`config.mk`:
```
export PLATFORM = sky130hd
export DESIGN_NAME = boot_loader
export DESIGN_NICKNAME = d
export VERILOG_FILES = /design/src/rtl/boot_loader.sv
export SDC_FILE = /design/constraint.sdc
export NUM_CORES = 1
export LEC_CHECK = 0
export ABC_AREA = 1
export CELL_PAD_IN_SITES_DETAIL_PLACEMENT = 1
export CELL_PAD_IN_SITES_GLOBAL_PLACEMENT = 2
export CORE_UTILIZATION = 30
export CTS_CLUSTER_SIZE = 16
export DETAILED_ROUTE_END_ITERATION = 6
export PLACE_DENSITY_LB_ADDON = 0.1
export REMOVE_ABC_BUFFERS = 1
export SETUP_SLACK_MARGIN = 0.1
export SKIP_LAST_GASP = 1
export SLEW_MARGIN = 15
export SYNTH_ARGS = -nofsm -noshare
export SYNTH_HDL_FRONTEND = slang
export SYNTH_SLANG_ARGS = --single-unit
```
`constraint.sdc`:
```
create_clock -name clk_i -period 5.7 [get_ports clk_i]
set_input_delay 1.425 -clock clk_i [delete_from_list [all_inputs] [get_ports clk_i]]
set_output_delay 1.425 -clock clk_i [all_outputs]
set_load 0.02 [all_outputs]
```
`src/rtl/boot_loader.sv`:
```
// Streams a byte image into main memory as little-endian LINE_W-bit lines starting at
// BASE_LINE, keeping the CPU in reset until the final line has been committed.
module boot_loader #(
  parameter int LINE_W    = 128,
  parameter int ADDR_W    = 12,
  parameter int BASE_LINE = 2048,
  parameter int MAX_LINES = 1024
) (
  input  logic              clk_i,
  input  logic              rst_i,
  input  logic              in_valid_i,
  input  logic [7:0]        in_data_i,
  input  logic              in_last_i,
  output logic              in_ready_o,
  output logic              mem_we_o,
  output logic [ADDR_W-1:0] mem_addr_o,
  output logic [LINE_W-1:0] mem_wdata_o,
  input  logic              mem_ready_i,
  output logic              cpu_rst_o,
  output logic              done_o,
  output logic              error_o,
  output logic [ADDR_W-1:0] lines_written_o
);

  localparam int LINE_BYTES = LINE_W / 8;
  localparam int BC_W       = (LINE_BYTES > 1) ? $clog2(LINE_BYTES) : 1;
  localparam int CNT_W      = $clog2(MAX_LINES + 1);

  localparam logic [BC_W-1:0]   LAST_BYTE = BC_W'(LINE_BYTES - 1);
  localparam logic [CNT_W-1:0]  MAX_IDX   = CNT_W'(MAX_LINES);
  localparam logic [ADDR_W-1:0] BASE_ADDR = ADDR_W'(BASE_LINE);

  typedef enum logic [1:0] {S_FILL, S_WRITE, S_DONE, S_ERROR} state_e;

  state_e            state_q;
  logic [BC_W-1:0]   byte_cnt_q;
  logic [LINE_W-1:0] buf_q;
  logic [CNT_W-1:0]  line_idx_q;
  logic              last_seen_q;
  logic              in_ready_q;
  logic              mem_we_q;
  logic [ADDR_W-1:0] mem_addr_q;
  logic              cpu_rst_q;
  logic              done_q;
  logic              error_q;
  logic [ADDR_W-1:0] lines_written_q;

  always_ff @(posedge clk_i) begin
    if (rst_i) begin
      state_q         <= S_FILL;
      byte_cnt_q      <= '0;
      buf_q           <= '0;
      line_idx_q      <= '0;
      last_seen_q     <= 1'b0;
      in_ready_q      <= 1'b1;
      mem_we_q        <= 1'b0;
      mem_addr_q      <= '0;
      cpu_rst_q       <= 1'b1;
      done_q          <= 1'b0;
      error_q         <= 1'b0;
      lines_written_q <= '0;
    end else begin
      case (state_q)
        S_FILL: begin
          // in_ready is always high in FILL, so a valid byte is an accepted byte
          if (in_valid_i) begin
            buf_q[{byte_cnt_q, 3'b000} +: 8] <= in_data_i;
            byte_cnt_q <= byte_cnt_q + 1'b1;
            if (in_last_i) begin
              last_seen_q <= 1'b1;
            end
            if ((byte_cnt_q == LAST_BYTE) || in_last_i) begin
              in_ready_q <= 1'b0;
              if (line_idx_q == MAX_IDX) begin
                state_q <= S_ERROR;
                error_q <= 1'b1;
              end else begin
                state_q    <= S_WRITE;
                mem_we_q   <= 1'b1;
                mem_addr_q <= BASE_ADDR + ADDR_W'(line_idx_q);
              end
            end
          end
        end
        S_WRITE: begin
          if (mem_ready_i) begin
            mem_we_q        <= 1'b0;
            line_idx_q      <= line_idx_q + 1'b1;
            lines_written_q <= lines_written_q + 1'b1;
            byte_cnt_q      <= '0;
            buf_q           <= '0;
            if (last_seen_q) begin
              state_q   <= S_DONE;
              done_q    <= 1'b1;
              cpu_rst_q <= 1'b0;
            end else begin
              state_q    <= S_FILL;
              in_ready_q <= 1'b1;
            end
          end
        end
        S_DONE, S_ERROR: begin
          state_q <= state_q;
        end
        default: begin
          // an illegal encoding is treated as a failed load, keeping the CPU held
          state_q    <= S_ERROR;
          in_ready_q <= 1'b0;
          mem_we_q   <= 1'b0;
          cpu_rst_q  <= 1'b1;
          done_q     <= 1'b0;
          error_q    <= 1'b1;
        end
      endcase
    end
  end

  assign in_ready_o      = in_ready_q;
  assign mem_we_o        = mem_we_q;
  assign mem_addr_o      = mem_addr_q;
  assign mem_wdata_o     = buf_q;
  assign cpu_rst_o       = cpu_rst_q;
  assign done_o          = done_q;
  assign error_o         = error_q;
  assign lines_written_o = lines_written_q;

endmodule
```
## Yosys cells after proc, flatten, opt, wreduce, memory -nomap -nowiden

Cells that the tools add are included.

- Eq/ne operators: 10
- Shifts and indexed selects: 2
- Reductions and logical operators: 13
- Muxes and demuxes: 23
- Add/sub/neg operators: 5
- Bitwise operators: 2

Operators by type and width:

| operator | number |
|---|---|
| 128-bit two-way mux | 2 |
| 128-bit case mux with 2 select lines | 1 |
| 128-bit bitwise mux | 1 |
| 8-bit by 9-bit variable shift with 128-bit output, first input constant | 1 |
| 8-bit by 9-bit indexed part select with 128-bit output | 1 |
| 12-bit by 1-bit adder with 12-bit output, second input constant | 1 |
| 12-bit by 11-bit adder with 12-bit output, first input constant | 1 |
| 4-bit AND reduction | 3 |
| 11-bit by 1-bit adder with 11-bit output, second input constant | 1 |
| 11-bit == test, second input constant | 1 |
| 2-bit two-way mux | 5 |
| 2-bit != test, second input constant | 5 |
| 5-bit AND reduction | 2 |
| 7-bit negation with 9-bit output | 1 |
| 3-bit AND reduction | 3 |
| 1-bit two-way mux | 8 |
| 4-bit two-way mux | 2 |
| 4-bit case mux with 2 select lines | 1 |
| 4-bit by 1-bit adder with 4-bit output, second input constant | 1 |
| 2-bit == test, second input constant | 2 |
| 4-bit == test, second input constant | 1 |
| 1-bit case mux with 2 select lines | 2 |
| 2-bit case mux with 2 select lines | 1 |
| 2-bit by 1-bit == test with 1-bit output, second input constant | 1 |
| 6 further kinds | 7 |

- Register bits: 175
- Output and inout bits: 157
- Input bits: 13

## Logic depth before layout (Yosys ltp)

Gate-level depths: netlist (run 1).

- Depth after elaboration: 5
- Mapped depth: 15

## Worst setup path before layout (run 1)

No wires, ideal clock.

- Path kind: input -> register
- From: in in_valid_i
- To: reg buf_q[51], in the netlist mem_wdata_o[51]
- Stages: 7
- Setup time: 0.132 ns
- Required time: 5.568 ns
- Data arrival time: 2.324 ns
- Slack: 3.244 ns
- Buffers on the path: 2
- Cell sequence: nand2_1 -> buf_4 -> nand2_8 -> buf_2 -> nand3_2 -> nand3_1 -> a21oi_1

- Cells in the longest elaborated chain, start to end: 2

Ends and longest elaborated chain:

| item | RTL line | RTL |
|---|---|---|
| from (decl) | 11 | `input logic in_valid_i,` |
| 2-bit != test (no line) | - |  |
| 3-bit AND reduction (no line) | - |  |
| to (signal, indexed assignment) | 67 | `buf_q[{byte_cnt_q, 3'b000} +: 8] <= in_data_i;` |
| to (decl) | 37 | `logic [LINE_W-1:0] buf_q;` |

Every way passes these cells.
A chain may end at the register's enable or synchronous reset.

## Worst setup path in the final report (run 1)

- From: in in_valid_i
- To: reg mem_addr_q[4], in the netlist mem_addr_o[4]

- Cells in the longest elaborated chain, start to end: 1

Ends and longest elaborated chain:

| item | RTL line | RTL |
|---|---|---|
| 4-bit AND reduction (no line) | - |  |
| to (signal assigned) | 80 | `mem_addr_q <= BASE_ADDR + ADDR_W'(line_idx_q);` |
| to (decl) | 42 | `logic [ADDR_W-1:0] mem_addr_q;` |

Every way passes these cells.

==> results of run 1 <==
-- cell usage in the layout (no fill, tap or decap) --
cell and instances:
a31oi_4 1, xnor2_1 1, clkinv_1 2, o21ai_0 18
nand2_2 7, nor2_1 78, o21a_1 2, inv_2 10
nand4_4 1, clkinv_2 4, clkbuf_1 1, nand3_2 6
inv_6 5, clkbuf_16 17, inv_1 69, nand2_1 199
a31oi_1 2, clkdlybuf4s50_1 168, nor2_8 1, buf_4 6
bufinv_16 2, nor2_2 4, ha_1 7, nor3_2 2
nor3_4 2, nand2_4 5, nor3_1 40, a21oi_1 160
nand2_8 1, nand4_1 8, clkinv_4 2, clkinvlp_4 3
nand3_1 155, nor3b_1 1, dfxtp_1 175, nor2_4 8
nand3_4 3
-- report_power, final --
| part | switching, uW | leakage, uW | total, uW | internal [uW] |
|---|---|---|---|---|
| Sequential | 18.2 | 0.00141 | 1260 | 1240 |
| Combinational | 277 | 0.00174 | 365 | 88.2 |
| Clock | 538 | 0.000278 | 1190 | 653 |
| Total | 833 | 0.00343 | 2820 | 1980 |
-- worst paths after layout --
kind / startpoint / to / slack, ns / cells past startpoint
worst max-delay path: in_valid_i / mem_addr_o[4]$_SDFFE_PP0P_ / 2.35 / 6
worst min-delay path: mem_addr_o[11]$_SDFFE_PP0P_ / mem_addr_o[11]$_SDFFE_PP0P_ / 0.46 / 2
worst max register to register: byte_cnt_q[0]$_SDFFE_PP0P_ / mem_wdata_o[78]$_SDFFE_PP0P_ / 2.53 / 9
worst min register to register: mem_addr_o[11]$_SDFFE_PP0P_ / mem_addr_o[11]$_SDFFE_PP0P_ / 0.46 / 2
-- logic make-up after synthesis --
logic type | Yosys count | synth area share (%)
adders and majority gates | 7 | 1.15
DFF | 175 | 46.1
xor gates and xnor gates | 1 | 0.115
and+or+nand+nor | 521 | 33.0
buffers and inverters | 131 | 7.21
AOI/OAI and AO/OA | 183 | 12.4
-- sequential cells by signal, summed over array words and instances, names as in the netlist, 2 cells and up --
signal	flops
line_idx_q	11
mem_addr_o	12
byte_cnt_q	4
lines_written_o	12
state_q	2
mem_wdata_o	128
-- area by class of cell --
cell class                 instances  area share (%)
clock buffer                      18            4.26
clock inverter                    14            1.53
inverter                          83            3.11
multi-input combinational        712            35.2
sequential                       175            34.7
tap                              324            4.02
timing repair buffer             174            17.1
-- metal layers --
| metal | vias to the layer above | track usage (%) | routed length [um] |
|---|---|---|---|
| met2 | 123 | 32.9 | 12000 |
| met1 | 3481 | 26.3 | 12300 |
| met5 | - | 0 | 0 |
| met3 | 11 | 3.49 | 887 |
| li1 | 3674 | - | - |
| met4 | 0 | 4.59 | 199 |
-- tightest hold or removal path: stages, from the launching register on --
cell     delay, ns
dfxtp_1       0.31
inv_1         0.05
a21oi_1       0.05
-- stage by stage --
step | total power [uW] | cells | util [%] | setup slack, ns
detailed placement | 1660 | 1468 | 38.6 | 1.88
global placement | 1660 | 1468 | 38.6 | 1.84
global route | 2930 | 1500 | 41.0 | 2.15
CTS | 2860 | 1500 | 41.0 | 2.35
finish | 2820 | 1500 | 41.0 | 2.35
floorplan | 1500 | 970 | - | 2.32
==> flow_summary.yaml, run 1 <==
run_status:
  status: "finished clean"
sta:
  fin_crit_ns: 3.35
  post_route_hold_slack_ns: 0.457
  finalClockSkew_ns: 0.0131
  final.setup.tns_ns: 0
  max_freq_ghz: 0.299
  max_slew.worst_pin.slew_ns: 1.00
  max_transition_viols_final: 0
  maxSlewHeadroom_pct: 33.0
  finalSetupViolations: 0
  timing.final.crit_share_pct: 58.7
  final_hold_viol_count: 0
  grt_setup_unrepaired: "no"
final_layout:
  layout.filler_cells: 3034
  multiInputGateArea_mm2: 0.00355
  antenna_cells_inserted: 0
  finish.instance_area_mm2: 0.0101
  post_route_cells_drive_above_1_share_pct: 7.65
  areaGrowthSynthToFinish_pct: 32.7
  final_nets: 1183
  final-seq-area_mm2: 0.00350
clock_network:
  cts_buffers: 17
  level_count_of_the_clock_h_tree: 4
  postCtsResizedCells: 0
  numClockSinks: 175
  cts.repair_timing.setup_buffer_count: 0
  clkLatencyLatePin_ns: 0.43
  clock-root-buffer: "clkbuf_16"
  number_of_buffers_on_the_longest_clock_path: 2
  clk_transition_reported_paths_ns: 0.07
  tritoncts: "yes"
  cts_hold_repair.buffers: 0
yosys:
  synthDominantCellAreaShare_pct: 46.1
  synth-main-ff-cell: "dfxtp_1"
  number_of_unique_standard_cell_types_used_by_synthesis: 35
  netlist_top_cells_area: "dfxtp_1 46%, a21oi_1 11%, nand3_1 10%, nand2_1 9.8%, nor2_1 3.9%"
  synth-seq-area-share_pct: 46.1
  yosys.area.top_type: "dfxtp_1"
  synth.cells.most_frequent: "199 x nand2_1, 175 x dfxtp_1, 160 x a21oi_1"
  syn-instance-count: 1018
  post-synth-top-count-cell: "nand2_1"
  synth.ff_latch_count: 175
  syn_avg_cell_area_um2: 7.46
  number_of_synthesized_flops_with_an_enable_pin: 0
  syn_area_mm2: 0.00760
  ys.warnings.count: 0
  synth-async-reset-ratio_pct: 0
die:
  rows: 57
  die_width_um: 161
  initial_util_pct: 30.9
  core_area_mm2: 0.0246
  number_of_top_level_design_ports: 170
  fp.dieH_um: 161
  design.die.area_mm2: 0.0260
drt:
  drc_viols: 0
  wl_um: 25400
  vias: 7289
  detailedRoute.firstPassIterationCount: 4
  drt-wirelength-per-cell_um: 17.0
  route.detailed.vias_per_inst: 4.86
  drt_iter0_markers: 330
  ant_nets: 0
setup_path:
  critical_path_sink_type: "flop"
  cp_cell_sequence: "clkdlybuf4s50_1, nand2_1, nor2_1, nand2_1, nand2_1, a21oi_1"
  cp.required_ns: 5.97
  timing.critical_path.arrival_ns: 3.62
  worstPathMaxFanout: 12
  most_used_cell_along_the_critical_path: "nand2_1"
  critical_path.n_buffers_inverters: 1
  critical-path-top-delay-family: "simple AND/OR/NAND/NOR gates"
  cp-start-kind: "input port"
  timing.setup.critical_path_class: "input port to flop"
  critical_path.max_stage_delay_ns: 0.71
  critPathSlowestCell: "nor2_1"
global_route:
  grtUsageTotal_pct: 19.7
  gr-total-overflow: 0
  grt_first_pass_wirelength_um: 40300
  grt_max_degree: 85
  antenna_violations_before_repair: 0
  first_global_vias: 7263
power_and_ir_drop:
  pwr_dens_mw_per_mm2: 279
  leakage_power_uw: 0.00343
  vdd_drop_max_mv: 0.168
worst_hold_path:
  hold_class: "flop to flop"
run:
  max_cap_violations: 0
place:
  place.detailed.hpwl_um: 17800
  total_of_buffers_placed_on_input_and_output_ports: 169
  placedInstanceArea_mm2: 0.00950
  place_congestion: 0.752
(Power assumes the default switching activity.)
==> run 2: changes to the inputs <==
--- a/config.mk
+++ b/config.mk
@@ -8,7 +8,7 @@
 export ABC_AREA = 1
 export CELL_PAD_IN_SITES_DETAIL_PLACEMENT = 1
 export CELL_PAD_IN_SITES_GLOBAL_PLACEMENT = 2
-export CORE_UTILIZATION = 30
+export CORE_UTILIZATION = 28
 export CTS_CLUSTER_SIZE = 16
 export DETAILED_ROUTE_END_ITERATION = 6
 export PLACE_DENSITY_LB_ADDON = 0.1
==> constraint.sdc (replaced) <==
create_clock -name clk_i -period 3.44 [get_ports clk_i]
set_input_delay 0.86 -clock clk_i [delete_from_list [all_inputs] [get_ports clk_i]]
set_output_delay 0.86 -clock clk_i [all_outputs]
set_load 0.02 [all_outputs]
==> flow_summary.yaml, run 2 (synthesis results as in run 1) <==
run_status:
  status: "finished clean"
place:
  place.detailed.hpwl_um: 18300
  placedInstanceArea_mm2: 0.00961
  place_congestion: 0.755
  place_ws_ns: 0.393
  dpl.cell_count: 1490
  total_of_buffers_placed_on_input_and_output_ports: 169
final_layout:
  layout_commonest_cell: "nand2_1"
  final_cells: 1522
  layout.filler_cells: 3183
  final_nets: 1194
  multiInputGateArea_mm2: 0.00355
  post_route_cells_drive_above_1_share_pct: 8.52
  final-seq-area_mm2: 0.00350
  areaGrowthSynthToFinish_pct: 34.3
  finish.instance_area_mm2: 0.0102
  layout.cells.most_common_list: "199 x nand2_1, 175 x dfxtp_1, 168 x clkdlybuf4s50_1, 160 x a21oi_1, 155 x nand3_1"
  largest_register_ffs: 128
global_route:
  first_global_vias: 7355
  grt_first_pass_wirelength_um: 41700
  gr-total-overflow: 0
  antenna_violations_before_repair: 1
  grt_max_degree: 145
  grtUsageTotal_pct: 19.0
clock_network:
  clkLatencyLatePin_ns: 0.43
  cts.repair_timing.setup_buffer_count: 0
  cts_hold_repair.buffers: 0
  clk_transition_reported_paths_ns: 0.07
  clock-root-buffer: "clkbuf_16"
  cts_buffers: 17
  level_count_of_the_clock_h_tree: 4
  numClockSinks: 175
  tritoncts: "yes"
  number_of_buffers_on_the_longest_clock_path: 2
  postCtsResizedCells: 0
sta:
  finalClockSkew_ns: 0.00987
  timing.final.crit_share_pct: 75.7
  finalSetupViolations: 0
  final.setup.tns_ns: 0
  grt_setup_unrepaired: "no"
  post-route-worst-setup-slack_ns: 0.834
  max_transition_viols_final: 0
  maxSlewHeadroom_pct: 45.5
  final_hold_viol_count: 0
  fin_crit_ns: 2.61
  max_freq_ghz: 0.384
  max_slew.worst_pin.slew_ns: 0.818
die:
  core_area_mm2: 0.0264
  rows: 59
  die_width_um: 167
  number_of_top_level_design_ports: 170
  fp.dieH_um: 167
  design.die.area_mm2: 0.0278
  initial_util_pct: 28.8
drt:
  vias: 7308
  route.detailed.vias_per_inst: 4.80
  detailedRoute.firstPassIterationCount: 4
  drt-wirelength-per-cell_um: 17.1
  wl_um: 26100
  ant_nets: 0
  drt_iter0_markers: 467
  drc_viols: 0
setup_path:
  timing.critical_path.arrival_ns: 2.95
  timing.reg2reg.setup_slack_ns: 0.92
  worstPathMaxFanout: 11
  critical_path_sink_type: "flop"
  cp.required_ns: 3.78
  cp-start-kind: "input port"
  timing.setup.critical_path_class: "input port to flop"
power_and_ir_drop:
  vdd_drop_max_mv: 0.306
  pwr_dens_mw_per_mm2: 464
  total_power_uw: 4730
  leakage_power_uw: 0.00350
run:
  max_cap_violations: 0
worst_hold_path:
  hold_class: "flop to flop"
==> run 2: cell types whose count changed in the layout (fill, tap and decap cells not counted), sizes merged <==
cell,delta
buf,+11
diode,+1
clkinv,-1
clkinvlp,-1
inv,+1
==> run 2: path summary, 6_finish.rpt <==
path | startpoint | end | depth (start not counted)
worst min register to register | mem_addr_o[11]$_SDFFE_PP0P_ | mem_addr_o[11]$_SDFFE_PP0P_ | 2
worst max-delay path | in_valid_i | mem_wdata_o[5]$_SDFFE_PP0P_ | 8
worst max register to register | byte_cnt_q[0]$_SDFFE_PP0P_ | mem_wdata_o[102]$_SDFFE_PP0P_ | 10
worst min-delay path | mem_addr_o[11]$_SDFFE_PP0P_ | mem_addr_o[11]$_SDFFE_PP0P_ | 2
==> run 2: metal layers <==
layer  up-vias  wire length, um  GRT usage (%)
li1       3696                -              -
met4         0              206           4.19
met1      3471            12700           25.9
met3        12              932           3.40
met5         -                0              0
met2       129            12300           31.0
==> run 2: layout make-up <==
class | instances | area share, %
inverters | 83 | 3.08
diodes | 1 | 0.0245
repair buffers | 185 | 17.9
well taps | 335 | 4.11
clock inverters | 13 | 1.48
multi-input cells | 712 | 34.8
clock buffers | 18 | 4.30
flip-flops and latches | 175 | 34.3
==> run 2: stage by stage <==
stage	utilization, %	hold slack, ns
3_3_place_gp	36.5	0.444
6_report	38.7	0.455
3_5_place_dp	36.5	0.449
2_1_floorplan	-	0.452
5_1_grt	38.7	0.477
4_1_cts	38.7	0.460
==> run 2: report_power, final <==
part	total (uW)	switching (uW)	internal (uW)	leakage, uW
clock	2010	909	1110	0.000287
combinational	627	464	164	0.00180
sequential	2090	29.9	2060	0.00141
==> run 2: critical path, cell delays in order <==
cell             delay [ns]
clkdlybuf4s50_1        0.47
nand2_1                0.44
inv_2                  0.19
nor2_2                 0.27
nor2_1                 0.18
nor2_2                 0.31
nand2_1                0.09
a21oi_1                0.13
==> run 3: changes to the inputs <==
==> constraint.sdc (replaced) <==
create_clock -name clk_i -period 2.53 [get_ports clk_i]
set_input_delay 0.6325 -clock clk_i [delete_from_list [all_inputs] [get_ports clk_i]]
set_output_delay 0.6325 -clock clk_i [all_outputs]
set_load 0.02 [all_outputs]
==> flow_summary.yaml, run 3 (synthesis results as in run 1) <==
run:
  max_cap_violations: 0
global_route:
  grtUsageTotal_pct: 18.9
  first_global_vias: 7404
  use_met1_pct: 25.6
  grtUsageMet2_pct: 30.5
  busiest_layer_in_global_routing: "met2"
  grt_first_pass_wirelength_um: 41600
  grt_max_degree: 145
  gr-usage-met3_pct: 3.85
  gr-total-overflow: 0
  antenna_violations_before_repair: 0
worst_hold_path:
  hold_class: "flop to flop"
  hp-start: "mem_addr_o[11]$_SDFFE_PP0P_"
  whs_path_depth: 2
  whs_endpoint: "mem_addr_o[11]$_SDFFE_PP0P_"
setup_path:
  count_of_cells_along_the_worst_register_to_register_path: 7
  critical_path_sink_type: "primary output"
  critical-path-top-delay-family: "buffers and inverters"
  rr_startpoint: "byte_cnt_q[0]$_SDFFE_PP0P_"
  critical_path.max_stage_delay_ns: 0.64
  cp.required_ns: 1.90
  cp-start-kind: "flop"
  critical_path.reg2reg.endpoint: "mem_wdata_o[81]$_SDFFE_PP0P_"
  critPathSlowestCell: "clkdlybuf4s50_1"
  worstPathMaxFanout: 5
  timing.reg2reg.setup_slack_ns: 0.42
  crit_cells: 1
  timing.critical_path.arrival_ns: 1.48
  critical_path.n_buffers_inverters: 1
  timing.setup.critical_path_class: "flop to primary output"
  cp_cell_sequence: "clkdlybuf4s50_1"
final_layout:
  layout.filler_cells: 3177
  final-seq-area_mm2: 0.00350
  post_route_cells_drive_above_1_share_pct: 10.6
  multiInputGateArea_mm2: 0.00355
  largest_register_ffs: 128
  layout.cells.most_common_list: "199 x nand2_1, 175 x dfxtp_1, 168 x clkdlybuf4s50_1, 160 x a21oi_1, 155 x nand3_1"
  final_core_util_pct: 39.6
  antenna_cells_inserted: 0
  final_nets: 1223
  areaGrowthSynthToFinish_pct: 37.3
  layout_commonest_cell: "nand2_1"
die:
  initial_util_pct: 28.8
  number_of_top_level_design_ports: 170
  rows: 59
  core_area_mm2: 0.0264
  design.die.area_mm2: 0.0278
  fp.dieH_um: 167
  die_width_um: 167
clock_network:
  cts_buffers: 17
  clk_transition_reported_paths_ns: 0.07
  level_count_of_the_clock_h_tree: 4
  postCtsResizedCells: 0
  number_of_buffers_on_the_longest_clock_path: 2
  clock-root-buffer: "clkbuf_16"
  numClockSinks: 175
  cts.repair_timing.setup_buffer_count: 0
  cts_hold_repair.buffers: 0
  clkLatencyLatePin_ns: 0.43
  tritoncts: "yes"
sta:
  finalClockSkew_ns: 0.0134
  post-route-worst-setup-slack_ns: 0.417
  finalSetupViolations: 0
  maxSlewHeadroom_pct: 53.0
  post_route_hold_slack_ns: 0.459
  grt_setup_unrepaired: "no"
  max_slew.worst_pin.slew_ns: 0.706
  final.setup.tns_ns: 0
  max_transition_viols_final: 0
  final_hold_viol_count: 0
  fin_crit_ns: 2.11
  max_freq_ghz: 0.473
  timing.final.crit_share_pct: 83.5
drt:
  drc_viols: 0
  route.detailed.vias_per_inst: 4.79
  drt_iter0_markers: 343
  vias: 7428
  ant_nets: 0
  detailedRoute.firstPassIterationCount: 7
  wl_um: 26100
  drt-wirelength-per-cell_um: 16.9
power_and_ir_drop:
  leakage_power_uw: 0.00365
  vdd_drop_max_mv: 0.277
  pwr_dens_mw_per_mm2: 619
  total_power_uw: 6460
run_status:
  status: "finished clean"
place:
  place_ws_ns: 0.0806
  place_congestion: 0.724
  place.detailed.hpwl_um: 18500
  total_of_buffers_placed_on_input_and_output_ports: 169
## run 3: cell count changes in the layout (fill, tap and decap cells not counted)
cell and delta:
clkinv_4 +1, clkinv_2 -1, buf_12 +2, clkbuf_1 +1
inv_8 -1, diode_2 -1, inv_6 +1, clkbuf_8 -1
buf_4 +27
## run 3: layout make-up
type | count | area share, %
inverters | 83 | 3.01
well taps | 335 | 4.02
flip-flops and latches | 175 | 33.6
clock inverters | 13 | 1.46
repair buffers | 214 | 19.8
multi-input cells | 712 | 34.0
clock buffers | 18 | 4.11
## run 3: worst max path at each step
stage	endpoint	from
floorplan	mem_wdata_o[10]$_SDFFE_PP0P_	state_q[0]$_SDFFE_PP0P_
global placement	mem_wdata_o[52]$_SDFFE_PP0P_	mem_ready_i
detailed placement	mem_wdata_o[4]$_SDFFE_PP0P_	in_valid_i
CTS	lines_written_o[6]	lines_written_o[6]$_SDFFE_PP0P_
global route	mem_wdata_o[81]$_SDFFE_PP0P_	byte_cnt_q[0]$_SDFFE_PP0P_
finish	lines_written_o[6]	lines_written_o[6]$_SDFFE_PP0P_
## run 3: worst min-delay path: cells and delay by family (launching register included)
family | cells | cell delay [ns]
buf+inv | 1 | 0.05
compound gates | 1 | 0.05
flops | 1 | 0.31
## run 3: metrics by stage
step / cell area, um^2 / std cells
final: 10400 / 1550
after global routing: 10400 / 1550
after CTS: 10400 / 1550
after detailed placement: 9850 / 1519
after global placement: 9850 / 1519
after floorplan: 7360 / 970
## run 3: per-layer routing
layer	vias up	wire (um)
li1	3751	-
met1	3518	12800
met2	139	12000
met3	20	1140
met4	0	249
met5	-	0
## run 3: where the power goes
part	internal, uW	leakage, uW	switching [uW]	total, uW
clock	1480	0.000280	1220	2700
sequential	2800	0.00141	33.0	2830
combinational	279	0.00196	650	929
total	4550	0.00365	1910	6460
==> patch 1 (flow settings as in run 3) <==
Put one more register stage on the output `error_o`, with the module's reset. The value now appears one clock later. The other outputs are not delayed to match.
--- a/src/rtl/boot_loader.sv
+++ b/src/rtl/boot_loader.sv
@@ -122,5 +122,11 @@
   assign cpu_rst_o       = cpu_rst_q;
   assign done_o          = done_q;
-  assign error_o         = error_q;
+  always_ff @(posedge clk_i) begin
+    if (rst_i) begin
+      error_o <= '0;
+    end else begin
+      error_o <= error_q;
+    end
+  end
   assign lines_written_o = lines_written_q;
 
Formal check against the unedited RTL: same outputs for any inputs over 4 cycles, from zero or initial values and one cycle with rst_i high; that may be too few to reach the edited logic, so the function may still have changed.
==> patch 1 against run 3 <==
Sequential cell count up 1. Synthesized area rose by 0.13%. Largest cell class unchanged. Worst setup slack worse by 100 ps. Via count barely moved. Fmax is 4.5% lower. First-iteration DRC count is 23% higher. Synthesized cell count down 1.1%. Routed wire length rose by 3.3%. Power increased by 2.0%. Non-clock buffer count is 19 lower. Highest routed layer unchanged. Clock skew rose by 3.0 ps. Count of clock-buffer cells in the layout unchanged. Final area shrank 0.82%.
==> patch 1: results (changes against run 3) <==
Drt
  – Number of DRC markers after the initial detailed-route iteration: 423 (+23%)
  – Final routed wirelength across all metal layers: 26980 um (+3.3%)
  – Drt pass-1 iters: 4 (-3)
  – Routed via count: 7424 (-0.054%)
  – Routed wire per std cell: 17.80 um (+5.6%)

Placement
  – Half-perimeter wire length after placement: 18820 um (+1.7%)
  – Final weighted congestion in routability-driven placement: 0.7510 (+3.8%)
  – Count of placed standard cells including taps: 1485 (-2.2%)
  – Placement Setup Slack: 30.95 ps (-49.62 ps)
  – Placed standard-cell area: 9722 sq um (-1.3%)

Worst setup path
  – Highest fanout seen on the critical path: 24 (+19)
  – Critical path arrival: 2560 ps (+1080 ps)
  – Launching point of the worst reg2reg path: byte_cnt_q[1]
  – Worst flop-to-flop path endpoint: mem_wdata_o[108]

Synth
  – Synth Warn #: 0 (unchanged)
  – Most common cell in the netlist: nand2_1
  – Sequential area share after synthesis: 46.32% (+0.20 points)
  – Cell types with the highest counts after synthesis: nand2_1 (203), dfxtp_1 (176), a21oi_1 (167), nand3_1 (158), inv_1 (59)
  – Fraction of the mapped netlist area in compound gates: 12.27% (-0.099 points)
  – Gate count after technology mapping: 1007 (-1.1%)
  – XOR/XNOR Fraction of Synth Area: 0.1151% (-0.00015 points)
  – Post-synthesis share of cell area spent on full adders, half adders and majority gates: 1.151% (-0.0015 points)

Timing
  – Slew Limit Headroom: 59.86% (+6.9 points)
  – WHS: 438.5 ps (-20.02 ps)
  – Portion of the clock cycle consumed by the worst path in the final layout: 87.48% (+4.0 points)
  – Max Clock Skew: 16.42 ps (+2.982 ps)

Power
  – Reported leakage power: 3.523 nW (-3.4%)

GRT
  – Global-route wire length before repair: 43090 um (+3.6%)
  – Maximum number of pins on one net before global-route repair: 108 (-26%)
  – Via count of the first global-routing pass: 7560 (+2.1%)

Layout
  – Fraction of layout cells with a size suffix above 1: 9.060% (-1.6 points)

Clock tree
  – Clock sink total: 176 (+0.57%)

Worst hold path
  – Endpoint, Worst Hold: error_o
  – Hold Startpoint: error_q

Status
  – Result of the run: finished clean
[patch 1: cell count changes in the layout (fill, tap and decap cells not counted), moves of 3 or more]
cell | before | now
nor4_1 | 0 | 8
inv_1 | 69 | 59
nand4_1 | 8 | 21
buf_4 | 43 | 23
a21oi_1 | 160 | 167
nor2_1 | 78 | 55
nand2_1 | 199 | 203
nand3_1 | 155 | 158
nor3_1 | 40 | 28
[patch 1: worst max-delay path: stages (launching register included)]
cell	delay, ps
dfxtp_1	420
inv_1	120
ha_1	450
inv_2	60
buf_4	210
nor4_1	540
nand2_1	160
a21oi_1	160
[patch 1: area by class of cell]
cell class,count,area (sq um)
fillers,3170,16010
well taps,335,419.2
multi-input cells,710,3585
repair buffers,195,1934
inverters,69,260.3
clock inverters,13,197.7
flip-flops and latches,176,3523
clock buffers,18,429.2
[patch 1: metal layers]
layer	wire length, um	track usage, %	vias to the layer above
met3	721	2.685	2
met1	13630	28.01	3568
met4	91	4.952	0
met2	12550	31.09	130
li1	-	-	3724
met5	0	0	-
[patch 1: power by group]
| part | switching (mW) | total, mW | internal (mW) |
|---|---|---|---|
| logic | 0.631 | 0.863 | 0.231 |
| registers | 0.0258 | 2.83 | 2.80 |
| clock network | 1.22 | 2.90 | 1.67 |
[patch 1: how the worst max path moves through the flow]
| stage | start | endpoint | depth (start not counted) |
|---|---|---|---|
| finish | byte_cnt_q[1] | mem_wdata_o[108] | 7 |
| global placement | in_valid_i | mem_wdata_o[14] | 8 |
| global route | byte_cnt_q[1] | mem_wdata_o[112] | 9 |
| floorplan | state_q[0] | mem_addr_o[0] | 9 |
| detailed placement | in_valid_i | mem_wdata_o[15] | 8 |
| CTS | byte_cnt_q[1] | mem_wdata_o[108] | 7 |
==> patch 2 (settings of run 3) <==
Without the edit above. Change the parameter `LINE_W` from 128 to 64.
--- a/src/rtl/boot_loader.sv
+++ b/src/rtl/boot_loader.sv
@@ -2,5 +2,5 @@
 // BASE_LINE, keeping the CPU in reset until the final line has been committed.
 module boot_loader #(
-  parameter int LINE_W    = 128,
+  parameter int LINE_W    = 64,
   parameter int ADDR_W    = 12,
   parameter int BASE_LINE = 2048,
Ports: changed (resized mem_wdata_o); port bits go from 170 to 106. The function was not compared with the original's and may differ.
==> patch 2 against run 3 <==
Worst setup slack better by 12 ps. Fmax is 0.58% higher. Count of clock-buffer cells in the layout is 4 lower. Clock skew is 8.2 ps lower. Synthesized area is 41% lower. Die area is 40% lower. Routed wire length is 44% lower. Final cell count is 40% lower. Global-route usage is 0.49 points lower. Largest power group unchanged. Sequential cell count is 65 lower. Final area is 41% lower. Power is 38% lower.
==> patch 2: results (changes against run 3) <==
Placement
  – Placed standard-cell area: 5822 sq um (-41%)
  – Placement Setup Slack: 247.7 ps (+167.1 ps)
  – Count of placed standard cells including taps: 914 (-40%)
  – Final weighted congestion in routability-driven placement: 0.8239 (+14%)

Worst setup path
  – Number of cells on the worst reg-to-reg path: 9 (+2)
  – Worst flop-to-flop path endpoint: mem_wdata_o[44]
  – Critical Path Max Stage Delay: 340 ps (-300 ps)
  – CP delay by family, top: adder cells
  – Highest fanout seen on the critical path: 8 (+3)

Timing
  – Max Clock Skew: 5.277 ps (-8.162 ps)
  – Slew Limit Headroom: 61.68% (+8.7 points)

Clock tree
  – Level count of the clock H-tree: 3 (-1)
  – Clock buffers created by TritonCTS: 9 (-8)
  – Worst skew pair latency: 350 ps (-80 ps)
  – Clock sink total: 110 (-37%)

Layout
  – Clock network share of area: 5.096% (-0.48 points)
  – Nonclk inv count: 45 (-46%)
  – Largest register FFs: 64 (-50%)
  – Non-clock buffering overhead in the final layout: 18.63% (-1.2 points)
  – Multi-input combinational cell count: 425 (-40%)
  – Total of fill cells in the finished design: 1913 (-40%)
  – Final cell count without fillers: 930 (-40%)
  – Non-clock buffers: 118 (-45%)

Power
  – Power density of the placed cells: 655.7 nW/um^2 (+5.9%)

GRT
  – Maximum number of pins on one net before global-route repair: 39 (-73%)
  – Met1 usage in global routing: 22.93% (-2.7 points)

Drt
  – Total length of routed met3 wires: 711 um (-38%)

Status
  – Result of the run: finished clean

Synth
  – Distinct cells, synth: 25 (-29%)
  – XOR/XNOR Fraction of Synth Area: 0% (-0.12 points)
  – Sequential area share after synthesis: 48.82% (+2.7 points)

Floorplanning
  – Core area: 15830 sq um (-40%)
==> patch 2: changes by cell type in the layout (fill, tap and decap cells not counted), moves of 9 or more <==
| cell | run 3 | this run |
|---|---|---|
| buf_4 | 43 | 13 |
| nor3_1 | 40 | 4 |
| nand3_1 | 155 | 35 |
| nor2_1 | 78 | 66 |
| clkdlybuf4s50_1 | 168 | 104 |
| inv_1 | 69 | 44 |
| o21ai_0 | 18 | 30 |
| a21oi_1 | 160 | 83 |
| dfxtp_1 | 175 | 110 |
| inv_2 | 10 | 1 |
| nand2_1 | 199 | 160 |
==> patch 2: repair_timing <==
item / in CTS / in global routing
gates resized for setup: 0 / 2
hold buffers: 0 / 0
endpoints found under the setup margin: 0 / 5
==> patch 2: power breakdown <==
part	internal [mW]	total [mW]	switching, mW
Sequential	1.79	1.83	0.0411
Combinational	0.227	0.677	0.450
Clock	0.854	1.52	0.662
Total	2.87	4.03	1.15
